`config.mk`:
```
export PLATFORM = sky130hd
export DESIGN_NAME = instr_fetch_unit
export DESIGN_NICKNAME = d
export VERILOG_FILES = /design/src/rtl/instr_fetch_unit.sv
export SDC_FILE = /design/constraint.sdc
export NUM_CORES = 1
export LEC_CHECK = 0
export CAP_MARGIN = 0
export CORE_MARGIN = 5
export CORE_UTILIZATION = 43
export DETAILED_ROUTE_END_ITERATION = 7
export GPL_TIMING_DRIVEN = 1
export PLACE_DENSITY = 0.93
export SYNTH_ARGS = -nofsm -noshare
export SYNTH_HDL_FRONTEND = slang
export SYNTH_SLANG_ARGS = --single-unit
```
`constraint.sdc`:
```
create_clock -name CLK -period 4.1 [get_ports CLK]
set_input_delay 0.82 -clock CLK [delete_from_list [all_inputs] [get_ports CLK]]
set_output_delay 0.82 -clock CLK [all_outputs]
set_load 0.03 [all_outputs]
```
`src/rtl/instr_fetch_unit.sv`:
```
// Fetch stage: owns the PC, issues single-outstanding word reads to imem and holds the
// returned instruction for decode. Optional perf counters under `ifdef FETCH_PERF_CNT_EN.
module instr_fetch_unit #(
  parameter logic [31:0] PC_INIT = 32'h0000_0000
) (
  input  logic        CLK,
  input  logic        RST,
  output logic        imemREN,
  output logic [31:0] imemaddr,
  input  logic        ihit,
  input  logic [31:0] imemload,
  output logic [31:0] instr,
  output logic        instr_valid,
  input  logic        instr_ready,
  output logic [31:0] pc_q,
  output logic [31:0] pc_plus4,
  input  logic        redirect_en,
  input  logic [31:0] redirect_addr,
  input  logic        halt,
  output logic        halted
`ifdef FETCH_PERF_CNT_EN
  ,
  output logic [31:0] fetch_count,
  output logic [31:0] wait_count
`endif
);

  localparam int unsigned XLEN = 32;

  typedef enum logic [1:0] {
    IDLE   = 2'd0,
    REQ    = 2'd1,
    VALID  = 2'd2,
    HALTED = 2'd3
  } state_e;

  state_e            state_q, state_d;
  logic [XLEN-1:0]   pc_cur_q, pc_cur_d;
  logic [XLEN-1:0]   ir_q, ir_d;
  logic              ren_q, valid_q, halted_q;
  logic              accept;

  assign accept = (state_q == VALID) && instr_ready;

  // Next-state, next-PC and instruction capture
  always_comb begin
    state_d  = state_q;
    pc_cur_d = pc_cur_q;
    ir_d     = ir_q;
    unique case (state_q)
      IDLE: state_d = REQ;
      REQ: begin
        if (ihit) begin
          ir_d    = imemload;
          state_d = VALID;
        end
      end
      VALID: begin
        if (accept) begin
          // halt wins over a simultaneous redirect and freezes the PC
          if (halt) begin
            state_d = HALTED;
          end else if (redirect_en) begin
            pc_cur_d = redirect_addr & ~XLEN'(3);
            state_d  = REQ;
          end else begin
            pc_cur_d = pc_cur_q + XLEN'(4);
            state_d  = REQ;
          end
        end
      end
      HALTED: state_d = HALTED;
      default: state_d = IDLE;
    endcase
  end

  always_ff @(posedge CLK) begin
    if (RST) begin
      state_q  <= IDLE;
      pc_cur_q <= PC_INIT;
      ir_q     <= '0;
      ren_q    <= 1'b0;
      valid_q  <= 1'b0;
      halted_q <= 1'b0;
    end else begin
      state_q  <= state_d;
      pc_cur_q <= pc_cur_d;
      ir_q     <= ir_d;
      ren_q    <= (state_d == REQ);
      valid_q  <= (state_d == VALID);
      halted_q <= (state_d == HALTED);
    end
  end

`ifdef FETCH_PERF_CNT_EN
  logic [XLEN-1:0] fetch_cnt_q, wait_cnt_q;

  // Counters naturally freeze in HALTED: neither accept nor REQ can occur there
  always_ff @(posedge CLK) begin
    if (RST) begin
      fetch_cnt_q <= '0;
      wait_cnt_q  <= '0;
    end else begin
      if (accept) begin
        fetch_cnt_q <= fetch_cnt_q + XLEN'(1);
      end
      if ((state_q == REQ) && !ihit) begin
        wait_cnt_q <= wait_cnt_q + XLEN'(1);
      end
    end
  end

  assign fetch_count = fetch_cnt_q;
  assign wait_count  = wait_cnt_q;
`endif

  assign imemREN     = ren_q;
  assign imemaddr    = pc_cur_q;
  assign instr       = ir_q;
  assign instr_valid = valid_q;
  assign pc_q        = pc_cur_q;
  assign pc_plus4    = pc_cur_q + XLEN'(4);
  assign halted      = halted_q;

endmodule

```
==> results.toml <==
[cts]
clkTransAtPathRegs_ns = 0.08
clk_path_buf_depth = 2
cts_tree = "built"
post_cts_buffers = 0
htree_num_levels = 3
clkSinkCount = 67
hold_buffers = 0
clock_latency_ns = 0.34
root_buffer = "clkbuf_8"
cts_buffers = 9

[final_layout]
final_common_cell = "clkdlybuf4s50_1"
regArea_sq_um = 1340
multi_input_area_sq_um = 2100
layout_common_cells = "clkdlybuf4s50_1, nand2_1, dfxtp_1, a21oi_1, nor2_1"
layout.nets = 721
areaGrowthSynthToFinish_pct = 49.8
diodes = 0
drive_above_1_share_pct = 6.26
fill_cells = 714

[job]
drv_cap = 0

[sta]
fmax_ghz = 0.254
slew_headroom_pct = 26.5
period_minus_slack_ns = 3.93
fin_setup_tns_ns = 0
drv_slew = 0
hold_violations = 0
skew_ns = 0.0142
setup_viol = 0
finalCritPeriodShare_pct = 95.9
rsz0062_at_grt = "no"
tightest_slew_ns = 1.10

[yosys]
synth-seq-cells = 67
syn_area_per_cell_sq_um = 7.60
yosys.area.top_type_share_pct = 34.8
ys_seq_area_share_pct = 34.8
synthesis.instances = 508
synthArstFlopShare_pct = 0
synth_top_area_cell = "dfxtp_1"
syn_area_sq_um = 3860
synth-main-ff-cell = "dfxtp_1"
ys_types = 57
yosys_warnings = 0
synth-edff-count = 0
synth.area.top_cells = "dfxtp_1, nand2_1, buf_4, a21oi_1, xnor2_1"

[setup_path]
slowest_delay_ns = 0.68
critPathKind = "reg -> out"
arrival_ns = 3.11
cp_cell_sequence = "ha_1, nand3_1, or4_4, nor4_4, xor2_1, clkdlybuf4s50_1"
cp.required_ns = 3.28
worst-path-max-fanout = 7
endpoint_kind = "output port"
startpoint_type = "flop"
worst_path_max_delay_cell = "clkdlybuf4s50_1"

[pwr]
switching_share_pct = 29.2
power.density_nw_per_um2 = 266
pwr-share-seq_pct = 45.0
finalPower_mw = 1.54
p_leak_nw = 2.13
power.switching_uw = 450
pwr-share-clk_pct = 36.5
combPwrFrac_pct = 18.5
p_int_mw = 1.09
ir_drop_v = 0.000188

[floorplanning]
die-area_sq_um = 11000
coreArea_sq_um = 8720
ios = 201
placementRows = 34
start_util_pct = 44.2
die_w_um = 105
die_y_um = 105

[route]
vias = 4243
drt_pass1_iterations = 5
antenna_left = 0
viasPerCell = 5.56
drt_iter0_markers = 258
drc = 0
wl_per_cell_um = 17.1
wl_um = 13100

[placed_design]
hpwl_um = 9630
port_buffers = 192
gp_congestion = 0.822

[global_routing]
gr-total-overflow = 0
track_usage_pct = 22.5
grt_antenna_before_repair = 1
grt_pass1_vias = 4106
grt_max_degree = 45
grt_pass1_wl_um = 20700

[run_status]
outcome = "completed"

[worst_hold_path]
min_path_type = "reg -> reg"
==> worst paths after layout <==
check	start	end	slack (ns)	depth (start not counted)
setup reg to reg	imemaddr[3]	imemaddr[24]	1.67	6
hold / removal	instr[9]	instr[9]	0.46	2
setup / recovery	imemaddr[3]	pc_plus4[30]	0.17	6
hold reg to reg	instr[9]	instr[9]	0.46	2
==> registers in the layout (all words and copies together) (netlist names) <==
name and count:
instr 32, imemaddr 30, state_q 2, halted 1
imemREN 1, instr_valid 1
==> power by group through the flow <==
stage / Sequential [mW] / Combinational (mW) / Clock, mW
after floorplan: 0.747 / 0.111 / 0
after CTS: 0.693 / 0.286 / 0.576
after detailed placement: 0.708 / 0.284 / 0
after global routing: 0.697 / 0.302 / 0.605
after global placement: 0.706 / 0.279 / 0
final: 0.693 / 0.285 / 0.562
==> cell usage after synthesis, drive strengths merged, types with 3 or more instances <==
library cell	instances
nor3b	3
and3	12
nand3	21
mux2i	7
a32o	3
inv	7
a21oi	48
clkbuf	32
or4	4
nand2b	3
nor2	32
nor4	6
xor2	11
nand3b	4
o21ai	15
nand4	7
o31ai	4
a31oi	12
or3b	3
dfxtp	67
a22oi	5
nor3	15
buf	41
or3	4
nand2	96
xnor2	17
==> timing repair <==
| action | 4_1_cts | 5_1_grt |
|---|---|---|
| cloned | 0 | 0 |
| gates resized for setup | 1 | 4 |
| setup endpoints to repair | 1 | 4 |
==> per-stage QoR <==
step	util (%)	instances	instance area, sq um	hold WS [ns]	setup slack, ns
6_report	66.3	763	5780	0.458	0.170
5_1_grt	66.3	763	5780	0.484	0.0388
4_1_cts	66.2	763	5770	0.460	0.00545
3_5_place_dp	63.9	747	5570	0.449	0.362
3_3_place_gp	63.9	747	5570	0.441	0.398
2_1_floorplan	-	513	3880	0.476	0.588
==> layer usage <==
layer  wire length (um)  global-route usage, %  up-vias
met2               6490                   38.4      208
met4                363                   7.95        2
met1               5070                   26.3     1984
met3               1110                   7.21       40
met5                 13                      0        -
li1                   -                      -     2009
==> cell families after synthesis <==
kind of cell               synth area share, %
and+or+nand+nor                           29.1
other                                   0.0972
DFF                                       34.8
xor gates and xnor gates                  6.36
AOI/OAI and AO/OA                         16.0
muxes                                     1.82
adders and majority gates                0.324
buffers and inverters                     11.6
==> worst max-delay path, delay by kind of cell, from the launching register on <==
family	cells	cell delay, ns
xor gates and xnor gates	1	0.17
DFF	1	0.47
adders and majority gates	1	0.30
buffers and inverters	1	0.68
and+or+nand+nor	3	1.14
==> layout make-up <==
class                      instances  share of cell area [%]
clock buffer                       9                    2.14
inverter                           7                   0.455
clock inverter                     7                    1.32
multi-input combinational        366                    36.4
sequential                        67                    23.2
tap                              108                    2.34
timing repair buffer             199                    34.1
(Power assumes the default switching activity.)
